===== config.mk =====
export PLATFORM = sky130hd
export DESIGN_NAME = rv_pack
export DESIGN_NICKNAME = d
export VERILOG_FILES = /design/src/rtl/rv_pack.sv
export SDC_FILE = /design/constraint.sdc
export NUM_CORES = 1
export LEC_CHECK = 0
export BUFFER_PORTS_ARGS = -buffer_cell sky130_fd_sc_hd__clkbuf_2
export CAP_MARGIN = 20
export CORE_UTILIZATION = 57
export CTS_BUF_LIST = sky130_fd_sc_hd__clkbuf_4 sky130_fd_sc_hd__clkbuf_8
export DETAILED_ROUTE_END_ITERATION = 16
export HOLD_SLACK_MARGIN = 0.03
export PLACE_DENSITY_LB_ADDON = 0.2
export SLEW_MARGIN = 20
export SYNTH_ARGS = -nofsm -noshare
export SYNTH_HDL_FRONTEND = slang
export SYNTH_SLANG_ARGS = --single-unit

===== constraint.sdc =====
create_clock -name clk -period 2.2 [get_ports clk]
set_clock_uncertainty 0.15 [all_clocks]
set_input_delay 0.11 -clock clk [delete_from_list [all_inputs] [get_ports clk]]
set_output_delay 0.11 -clock clk [all_outputs]
set_load 0.005 [all_outputs]

===== src/rtl/rv_pack.sv =====
// rv_pack: packs N consecutive WD-bit valid/ready beats into one N*WD-bit word.
// Beat 0 of a group lands in the LSBs. The output word sits in a registered
// valid/ready slot that can reload in the same cycle it drains, so there are
// no bubbles at full rate.
// Optional feature macro: RV_PACK_LAST_EN adds datain_last/dataout_keep so a
// packet can close a partial word early (unfilled slots read as zero).
module rv_pack #(
  parameter int unsigned WD = 4,
  parameter int unsigned N  = 4
) (
  input  logic              clk,
  input  logic              rst,
  input  logic [WD-1:0]     datain,
  input  logic              datain_val,
  output logic              datain_rdy,
`ifdef RV_PACK_LAST_EN
  input  logic              datain_last,
  output logic [N-1:0]      dataout_keep,
`endif
  output logic [N*WD-1:0]   dataout,
  output logic              dataout_val,
  input  logic              dataout_rdy
);

  localparam int unsigned   CW      = $clog2(N);
  localparam logic [CW-1:0] CntLast = CW'(N - 1);

  logic [CW-1:0]       cnt_q, cnt_d;
  logic [(N-1)*WD-1:0] acc_q, acc_d;
  logic [N*WD-1:0]     dataout_q, dataout_d;
  logic                val_q, val_d;

  logic                is_final;
  logic                in_fire;
  logic                out_fire;
  logic                close;
  logic [N*WD-1:0]     acc_ext;
  logic [N*WD-1:0]     word;

  // A beat is final when it fills the last slot (or, with packets, carries last).
`ifdef RV_PACK_LAST_EN
  assign is_final = (cnt_q == CntLast) || (datain_val && datain_last);
`else
  assign is_final = (cnt_q == CntLast);
`endif

  // Only a final beat needs room in the output slot; it may take it as it drains.
  assign datain_rdy = !is_final || !val_q || dataout_rdy;
  assign in_fire    = datain_val && datain_rdy;
  assign out_fire   = val_q && dataout_rdy;
  assign close      = in_fire && is_final;

  // Pad acc by one slot so every beat index has a constant, in-range select.
  assign acc_ext = {{WD{1'b0}}, acc_q};

  // Assemble the closing word: held beats below cnt, the live beat at cnt, zeros above.
  always_comb begin
    word = '0;
    for (int unsigned k = 0; k < N; k++) begin
      if (CW'(k) < cnt_q) begin
        word[k*WD +: WD] = acc_ext[k*WD +: WD];
      end else if (CW'(k) == cnt_q) begin
        word[k*WD +: WD] = datain;
      end
    end
  end

`ifdef RV_PACK_LAST_EN
  logic [N-1:0] keep_q, keep_d;
  logic [N-1:0] keep_word;

  // Keep mask covers slots 0..cnt of the closing word.
  always_comb begin
    keep_word = '0;
    for (int unsigned k = 0; k < N; k++) begin
      keep_word[k] = (CW'(k) <= cnt_q);
    end
  end

  // Keep mask loads alongside the word it describes.
  always_comb begin
    keep_d = keep_q;
    if (close) begin
      keep_d = keep_word;
    end
  end

  // Keep mask register.
  always_ff @(posedge clk or negedge rst) begin
    if (!rst) begin
      keep_q <= '0;
    end else begin
      keep_q <= keep_d;
    end
  end

  assign dataout_keep = keep_q;
`endif

  // Next-state: beat counter, accumulator and output slot.
  always_comb begin
    cnt_d     = cnt_q;
    acc_d     = acc_q;
    dataout_d = dataout_q;
    val_d     = val_q;

    if (in_fire) begin
      if (is_final) begin
        cnt_d = '0;
      end else begin
        cnt_d = cnt_q + CW'(1);
        for (int unsigned k = 0; k < N - 1; k++) begin
          if (CW'(k) == cnt_q) begin
            acc_d[k*WD +: WD] = datain;
          end
        end
      end
    end

    // A new word wins over a drain so back-to-back words keep valid high.
    if (close) begin
      dataout_d = word;
      val_d     = 1'b1;
    end else if (out_fire) begin
      val_d = 1'b0;
    end
  end

  // State registers; reset discards any partial group.
  always_ff @(posedge clk or negedge rst) begin
    if (!rst) begin
      cnt_q     <= '0;
      acc_q     <= '0;
      dataout_q <= '0;
      val_q     <= 1'b0;
    end else begin
      cnt_q     <= cnt_d;
      acc_q     <= acc_d;
      dataout_q <= dataout_d;
      val_q     <= val_d;
    end
  end

  assign dataout     = dataout_q;
  assign dataout_val = val_q;

endmodule


Word level (Yosys, flattened, before mapping). Index checks and enable logic that the tools add are counted. Widths: inputs -> output; s select.

Register bits after elaboration: 31. Bits of input ports: 8. Output and inout bits: 18. Word-level logic and storage cells: 39.

$add $sub $neg: 1. Order comparisons: 4. Eq/ne operators: 4. Muxes and demuxes: 11. Bitwise logic cells: 1. Reduce and logical (&&, ||, !) cells: 12.

Operator list (number): $mux 4 (8); $reduce_and 3->1 (3); $eq 2x2->1 const A (2); $lt 1x2->1 const A (2); $lt 2x2->1 const A (2); $logic_and 1x1->1 (3); $add 2x1->2 const B (1); $eq 1x2->1 const A (1); $eq 2x2->1 const B (1); $logic_not 1->1 (2); $logic_not 2->1 (1); $logic_or 1x1->1 (2); $mux 1 (2); $mux 2 (1); $reduce_bool 2->1 (1); $not 1->1 (1).

Depth between registers and ports, before layout. Gate-level depths: netlist (run 1).

Depth after elaboration: 7. Mapped depth: 6.

Worst setup path before layout (run 1). Ideal clock, no wire load.

Path kind: reg2reg. Start point: register cnt_q[1]. End point: register dataout_q[10], in the netlist dataout[10]. Library setup time: 0.125 ns. Arrival: 1.459 ns. Required time: 1.925 ns. Setup slack: 0.466 ns. Stages on the path, launching flop included: 7. Period minus slack after synthesis: 1.734 ns. Path through: dfrtp_1 -> ha_1 -> nand2_1 -> nor2b_4 -> buf_6 -> buf_12 -> mux2_4.

Cells in the longest elaborated chain, start to end: 6.

Ends and longest elaborated chain: from (decl) (RTL line 28) `logic [CW-1:0] cnt_q, cnt_d;`; from (signal assigned) (RTL line 137) `cnt_q <= cnt_d;`; $eq 2x2->1 (RTL line 44) `assign is_final = (cnt_q == CntLast);`; $logic_not 1->1 (RTL line 48) `assign datain_rdy = !is_final || !val_q || dataout_rdy;`; $logic_or 1x1->1 (2 in series) (RTL line 48); $logic_and 1x1->1 (RTL line 49) `assign in_fire = datain_val && datain_rdy;`; $logic_and 1x1->1 (RTL line 51) `assign close = in_fire && is_final;`; to (signal assigned) (RTL line 139) `dataout_q <= dataout_d;`; to (decl) (RTL line 30) `logic [N*WD-1:0] dataout_q, dataout_d;`.

Parallel ways exist; a longest one is shown, timed or not. A chain may end at the register's enable or synchronous reset.

Worst setup path in the final report (run 1). Same ends and word-level chain as after synthesis.

==> flow_metrics.tcl, run 1 <==
set metrics [dict create \
    p_seq_share_pct 44.3 \
    setup_tns_ps 0 \
    grt_pass1_vias 858 \
    peakVddDrop_mv 1.03 \
    yosys.area_share.simple_pct 5.88 \
    synth_warnings 0 \
    drive_gt1_share_pct 53.8 \
    period_minus_slack_ps 1950 \
    cap_violations 0 \
    hold_class "input port to async pin" \
    synth_seq_cells 31 \
    netlist_area_um2 1430 \
    switching_share_pct 30.4 \
    slowest_stage "dfrtp_1" \
    clockBufferDepth 2 \
    intPower_mw 1.64 \
    required_ps 2270 \
    antenna_cells 0 \
    path_delay_family "flip-flops" \
    pre_cts_ws_ps 254 \
    grt_start_max_net_pins 32 \
    share_comb_of_total_power_pct 41.4 \
    synth-seq-area-share_pct 54.4 \
    fin_util_pct 74.7 \
    synth_xor_area_share_pct 0 \
    routed_wl_mm 2.47 \
    cts_resized 0 \
    arrival_ps 2020 \
    grt_pass1_wl_mm 4.13 \
    path_clk_slew_ps 100 \
    drc_errors 0 \
    overflow 0 \
    muxShareOfSynthArea_pct 30.5 \
    end_kind "flop" \
    critPathLaunchType "flop" \
    cp_num_buf_inv 1 \
    hold_buffers 8 \
    htreeDepth 2 \
    power.density_nw_per_um2 1390 \
    ant_nets 0 \
    cts_setup_buffers 0 \
    criticalPathCategory "flop to flop" \
    finalSetupViolCount 0 \
    max_stage_delay_ps 520 \
    setup_ws_ps 250 \
    rsz0062_at_grt "no" \
    grt_use_total_pct 22.5 \
    p_sw_uw 718 \
    synthCells 92 \
    worstMarginPinSlew_ps 750 \
    synth_top_family_by_area "multiplexers" \
    fill_cells 154 \
    place_inst 143 \
    drt_iter0_drc 2 \
    synth_fp_nets 104 \
    cts_tree "yes" \
    clk_latency_ps 330 \
    antenna_found_initial 0 \
    root_buffer "clkbuf_4" \
    portBuffers 25 \
    dp_hpwl_mm 1.71 \
    die_w_um 52.0 \
    clock-sinks 31 \
    max_freq_mhz 513 \
    synthAdderAreaFrac_pct 3.51 \
    coreArea_um2 2280 \
    viasPerCell 5.33 \
    crit_chain "ha_1 -> nand2_1 -> nor2b_4 -> buf_12 -> mux2_4" \
    routabilityCongestion 0.723 \
    final_cells 158 \
    relSlewSlack_pct 50.0 \
    synthDistinctLibCells 17 \
    critPathMaxFanout 10 \
    cts_buffers 5 \
    period_share_pct 88.7 \
    slew_violations 0 \
    hold_viol 0 \
    vias 842 \
    status "finished, final reports clean" \
    wl_per_cell_um 15.6 \
    synth_compound_area_share_pct 2.19 \
    die_h_um 52.0 \
    dr.pass1.iters 4 \
    p_leak_nw 0.838 \
    p_clk_share_pct 14.3 \
    dieArea_um2 2710 \
    initial_core_util_pct 62.7 \
    finalNetCount 142 \
    avgSynthCellArea_um2 15.5 \
    rows 17 \
    ios 26 \
    synthToLayoutAreaGrowth_pct 19.2 \
]
## sequential cells by signal, summed over array words and instances (netlist names)
register	cells
dataout_val	1
dataout	16
cnt_q	2
acc_q	12
## cells in the mapped netlist
cell       n  area share, %
nand2_1    7            1.8
buf_6      2            1.6
o21ai_0    1           0.35
nor2_1     1           0.26
nor2b_1    2           0.88
mux2_4    14             15
nor2b_4    1           0.96
dfrtp_1   31             54
and3_1     1           0.44
ha_1       4            3.5
mux2_2    20             16
inv_1      1           0.26
buf_12     1            1.4
nand2b_4   1           0.96
inv_2      1           0.26
nand3b_1   1           0.53
a22o_1     3            1.8
## layout by cell type, fill, tap and decap left out
master / count
clkbuf_4: 5
nor2_1: 1
o21ai_0: 1
clkinv_2: 1
nand3b_1: 1
nand2_1: 7
clkbuf_8: 1
nor2b_4: 1
dlygate4sd3_1: 8
nand2b_4: 1
buf_12: 1
mux2_4: 14
inv_1: 1
and3_1: 1
inv_2: 1
mux2_2: 20
ha_1: 4
a22o_1: 3
nor2b_1: 2
dfrtp_1: 31
clkbuf_2: 25
## cell type report
| cell class | instances | area, um2 | area share, % |
|---|---|---|---|
| flip-flops and latches | 31 | 776 | 45.6 |
| inverters | 2 | 7.51 | 0.442 |
| well taps | 28 | 35.0 | 2.06 |
| clock inverters | 1 | 5.00 | 0.294 |
| multi-input cells | 56 | 601 | 35.3 |
| repair buffers | 34 | 225 | 13.2 |
| clock buffers | 6 | 51.3 | 3.02 |
## worst paths after layout
path | startpoint | to | slack (ps) | cells past startpoint
worst max-delay path | cnt_q[1] | dataout[10] | 250 | 5
worst min-delay path | rst | acc_q[10] | 220 | 2
worst max register to register | cnt_q[1] | dataout[10] | 250 | 5
worst min register to register | acc_q[2] | acc_q[2] | 360 | 1
max in group asynchronous | rst | acc_q[3] | 1210 | 2
min in group clk | acc_q[2] | acc_q[2] | 360 | 1
## power groups by stage
stage	clock [mW]	combinational (mW)	sequential [mW]
2_1_floorplan	0	0.697	1.04
3_3_place_gp	0	0.931	1.04
3_5_place_dp	0	0.964	1.06
4_1_cts	0.349	0.987	1.05
5_1_grt	0.378	1.08	1.08
6_report	0.338	0.977	1.05
## through the flow
stage	power [mW]	area [um2]	hold slack, ps
after floorplan	1.73	1430	-336
after global routing	2.54	1700	276
after CTS	2.39	1700	225
final	2.36	1700	216
after detailed placement	2.03	1560	57.8
after global placement	1.97	1560	52.6
## routing by layer
layer	wire length [um]	up-vias	part of all wire [%]	GRT usage, %
li1	-	398	-	-
met1	1100	414	44	26.9
met5	0	-	0	0
met2	1190	22	48	35.3
met4	57	0	2.3	10.8
met3	126	8	5.1	8.77
## logic make-up after synthesis
logic type,after synthesis
multiplexers,34
AO/OA/AOI/OAI,4
buffers and inverters,5
AND/OR/NAND/NOR,14
adder cells (fa/ha/maj),4
flip-flops,31
Note: power is estimated with default switching activity, not from simulation.
==> inputs of run 2 (changes only) <==
==> constraint.sdc (replaced) <==
create_clock -name clk -period 2.2 [get_ports clk]
set_clock_uncertainty 0.15 [all_clocks]
set_input_delay 0.44 -clock clk [delete_from_list [all_inputs] [get_ports clk]]
set_output_delay 0.44 -clock clk [all_outputs]
set_load 0.005 [all_outputs]
==> flow_metrics.tcl, run 2 (synthesized netlist as in run 1, its figures left out) <==
set metrics [dict create \
    path_clk_slew_ps 90 \
    overflow 0 \
    routabilityCongestion 0.723 \
    ant_nets 0 \
    cp_num_buf_inv 1 \
    grt_use_met2_pct 33.8 \
    critPathLaunchType "flop" \
    final_cells 151 \
    wl_per_cell_um 15.5 \
    peakVddDrop_mv 0.965 \
    grt_pass1_wl_mm 3.96 \
    rsz0062_at_grt "no" \
    dieArea_um2 2710 \
    slowest_stage "dfrtp_1" \
    initial_core_util_pct 62.7 \
    criticalPathCategory "flop to primary output" \
    end_kind "primary output" \
    grt_busiest_layer "met2" \
    drt_iter0_drc 3 \
    grt_pass1_vias 830 \
    finalSetupViolCount 0 \
    worstMarginPinSlew_ps 745 \
    hold_viol 0 \
    p_leak_nw 0.807 \
    antenna_found_initial 0 \
    coreArea_um2 2280 \
    ios 26 \
    clockBufferDepth 2 \
    use_met1_pct 25.8 \
    max_freq_mhz 514 \
    portBuffers 25 \
    drc_errors 0 \
    die_w_um 52.0 \
    routed_wl_mm 2.34 \
    arrival_ps 1360 \
    setup_tns_ps 0 \
    period_share_pct 88.4 \
    clock-sinks 31 \
    path_delay_family "flip-flops" \
    grt_start_max_net_pins 32 \
    cts_buffers 5 \
    critPathMaxFanout 10 \
    status "finished, final reports clean" \
    viasPerCell 5.42 \
    rows 17 \
    dp_hpwl_mm 1.71 \
    layout_commonest_cell "dfrtp_1" \
    finalNetCount 135 \
    grt_use_total_pct 21.7 \
    die_h_um 52.0 \
    cts_tree "yes" \
    worst-path-stages 3 \
    max_stage_delay_ps 520 \
    clk_latency_ps 330 \
    mostFrequentLayoutCells "dfrtp_1, clkbuf_2, mux2_2, mux2_4, nand2_1" \
    hold_class "input port to flop" \
    dr.pass1.iters 4 \
    synthToLayoutAreaGrowth_pct 14.3 \
    cap_violations 0 \
    whs_path_depth 3 \
    root_buffer "clkbuf_4" \
    relSlewSlack_pct 50.4 \
    slew_violations 0 \
    grt_use_met3_pct 8.77 \
    power.density_nw_per_um2 1430 \
    required_ps 1610 \
    period_minus_slack_ps 1950 \
    largest_reg_flops 16 \
    vias 818 \
    r2r_cells 5 \
    htreeDepth 2 \
    drive_gt1_share_pct 56.9 \
    antenna_cells 0 \
    crit_chain "ha_1 -> nand3b_1 -> clkbuf_2" \
    place_inst 143 \
]
==> run 2: cell count changes in the layout (fill, tap and decap cells not counted), sizes merged <==
cell         before  now
dlygate4sd3       8    1
==> run 2: worst paths after layout <==
| kind | startpoint | end | slack, ps |
|---|---|---|---|
| worst max-delay path | cnt_q[1] | datain_rdy | 250 |
| worst min-delay path | dataout_rdy | dataout_val | 240 |
| worst max register to register | cnt_q[1] | dataout[10] | 250 |
| worst min register to register | acc_q[2] | acc_q[2] | 360 |
| max in group asynchronous | rst | acc_q[3] | 880 |
| min in group asynchronous | rst | acc_q[10] | 540 |
==> run 2: per-stage QoR <==
step	setup slack (ps)	hold slack [ps]	cell area (um2)	total power, mW	utilization (%)
after floorplan	466	-5.59	1430	1.73	-
after global placement	305	332	1560	1.97	68.7
after detailed placement	254	343	1560	2.03	68.7
after CTS	237	227	1630	2.37	71.6
after global routing	143	247	1630	2.52	71.6
final	254	241	1630	2.34	71.6
==> run 2: report_power, final <==
part / total [mW] / switching, mW / internal (mW)
registers: 1.05 / 0.186 / 0.861
clock network: 0.337 / 0.189 / 0.148
logic: 0.954 / 0.336 / 0.618
total: 2.34 / 0.711 / 1.63
==> run 2: final cells by class <==
type                            count  area [um2]
Timing Repair Buffer               27         155
Fill cell                         159         646
Tap cell                           28        35.0
Inverter                            2        7.51
Clock inverter                      1        5.00
Clock buffer                        6        51.3
Sequential cell                    31         776
Multi-Input combinational cell     56         601
==> run 2: per-layer routing <==
layer	routed length (um)	vias up	part of all wire, %
li1	-	384	-
met1	1030	410	44
met2	1140	18	49
met3	119	6	5.1
met4	53	0	2.3
met5	0	-	0
==> run 2: repair_timing <==
| action | 4_1_cts | 5_1_grt |
|---|---|---|
| setup buffers | 0 | 0 |
| gates resized for setup | 0 | 0 |
| endpoints found under the hold margin | 31 | 0 |
| setup endpoints to repair | 0 | 0 |
| hold buffers | 1 | 0 |
==> run 2: worst reg2reg max path, stage by stage, from the launching register on <==
cell and delay (ps):
dfrtp_1 520, ha_1 270, nand2_1 120, nor2b_4 280, buf_12 190, mux2_4 310
==> inputs of run 3 (changes only) <==
- CORE_UTILIZATION: 57 -> 50
==> flow_metrics.tcl, run 3 (synthesized netlist as in run 1, its figures left out) <==
set metrics [dict create \
    status "finished, final reports clean" \
    layout_commonest_cell "dfrtp_1" \
    switching_share_pct 29.3 \
    cts_buffers 5 \
    grt_pass1_vias 868 \
    die_w_um 55.4 \
    grt_use_total_pct 17.0 \
    finalNetCount 134 \
    mostFrequentLayoutCells "dfrtp_1, clkbuf_2, mux2_2, mux2_4, nand2_1" \
    max_freq_mhz 509 \
    period_share_pct 89.3 \
    cts_resized 0 \
    critPathLaunchType "flop" \
    routabilityCongestion 0.696 \
    initial_core_util_pct 52.2 \
    period_minus_slack_ps 1960 \
    ant_nets 0 \
    critPathMaxFanout 10 \
    cts_tree "yes" \
    clk_latency_ps 320 \
    rsz0062_at_grt "no" \
    finalSetupViolCount 0 \
    setup_tns_ps 0 \
    drive_gt1_share_pct 57.7 \
    grt_start_max_net_pins 32 \
    p_leak_nw 0.810 \
    rows 19 \
    htreeDepth 2 \
    hold_viol 0 \
    drt_iter0_drc 7 \
    overflow 0 \
    share_comb_of_total_power_pct 39.8 \
    intPower_mw 1.68 \
    routed_wl_mm 2.24 \
    viasPerCell 5.33 \
    antenna_cells 0 \
    required_ps 2260 \
    clockBufferDepth 2 \
    end_kind "flop" \
    relSlewSlack_pct 50.2 \
    path_clk_slew_ps 90 \
    power.density_nw_per_um2 1440 \
    hold_buffers 0 \
    wl_per_cell_um 14.5 \
    dieArea_um2 3070 \
    arrival_ps 2020 \
    worstMarginPinSlew_ps 747 \
    p_seq_share_pct 44.1 \
    peakVddDrop_mv 0.897 \
    drc_errors 0 \
    dr.pass1.iters 2 \
    coreArea_um2 2730 \
    cts_setup_buffers 0 \
    largest_reg_flops 16 \
    cap_violations 0 \
    dp_hpwl_mm 1.64 \
    ios 26 \
    antenna_found_initial 0 \
    clock-sinks 31 \
    p_sw_uw 693 \
    hold_class "input port to async pin" \
    vias 821 \
    final_cells 154 \
    slew_violations 0 \
    criticalPathCategory "flop to flop" \
    synthToLayoutAreaGrowth_pct 15.0 \
    portBuffers 25 \
    place_inst 146 \
    p_clk_share_pct 16.1 \
    die_h_um 55.4 \
    root_buffer "clkbuf_4" \
    grt_pass1_wl_mm 3.99 \
]
-- run 3: worst paths after layout --
kind | depth (start not counted) | slack (ps) | end | startpoint
min | 1 | 20 | acc_q[7] | rst
max | 5 | 240 | dataout[10] | cnt_q[1]
max in group asynchronous | 1 | 1400 | acc_q[5] | rst
min in group clk | 3 | 250 | dataout_val | dataout_rdy
min reg2reg | 1 | 360 | acc_q[3] | acc_q[3]
max reg2reg | 5 | 240 | dataout[10] | cnt_q[1]
-- run 3: per-stage QoR --
| stage | util (%) | area (um2) | worst slack [ps] | power, mW | hold slack, ps |
|---|---|---|---|---|---|
| finish | 60.0 | 1640 | 236 | 2.37 | 22.5 |
| global route | 60.0 | 1640 | 139 | 2.55 | 68.6 |
| CTS | 60.0 | 1640 | 228 | 2.41 | 39.6 |
| detailed placement | 57.3 | 1570 | 249 | 2.02 | 343 |
| global placement | 57.3 | 1570 | 280 | 1.98 | 333 |
| floorplan | - | 1430 | 466 | 1.73 | -5.59 |
-- run 3: final cells by class --
class / count / area [um2]
fillers: 210 / 1090
repair buffers: 26 / 145
flip-flops and latches: 31 / 776
clock buffers: 8 / 72.6
inverters: 2 / 7.51
multi-input cells: 56 / 601
well taps: 31 / 38.8
-- run 3: power by group through the flow --
stage	logic, mW	clock network (mW)	registers [mW]
6_report	0.942	0.382	1.05
5_1_grt	1.04	0.422	1.08
4_1_cts	0.962	0.397	1.05
3_5_place_dp	0.960	0	1.06
3_3_place_gp	0.938	0	1.04
2_1_floorplan	0.697	0	1.04
-- run 3: worst max-delay path, cell delays in order, from the launching register on --
cell and delay, ps:
dfrtp_1 520, ha_1 280, nand2_1 120, nor2b_4 290, buf_12 190, mux2_4 300
-- run 3: per-layer routing --
layer | routed length (um) | GRT usage, % | up-vias
met5 | 0 | 0 | -
met4 | 14 | 7.50 | 0
met3 | 78 | 6.56 | 2
met2 | 1160 | 26.0 | 17
met1 | 990 | 21.4 | 419
li1 | - | - | 383
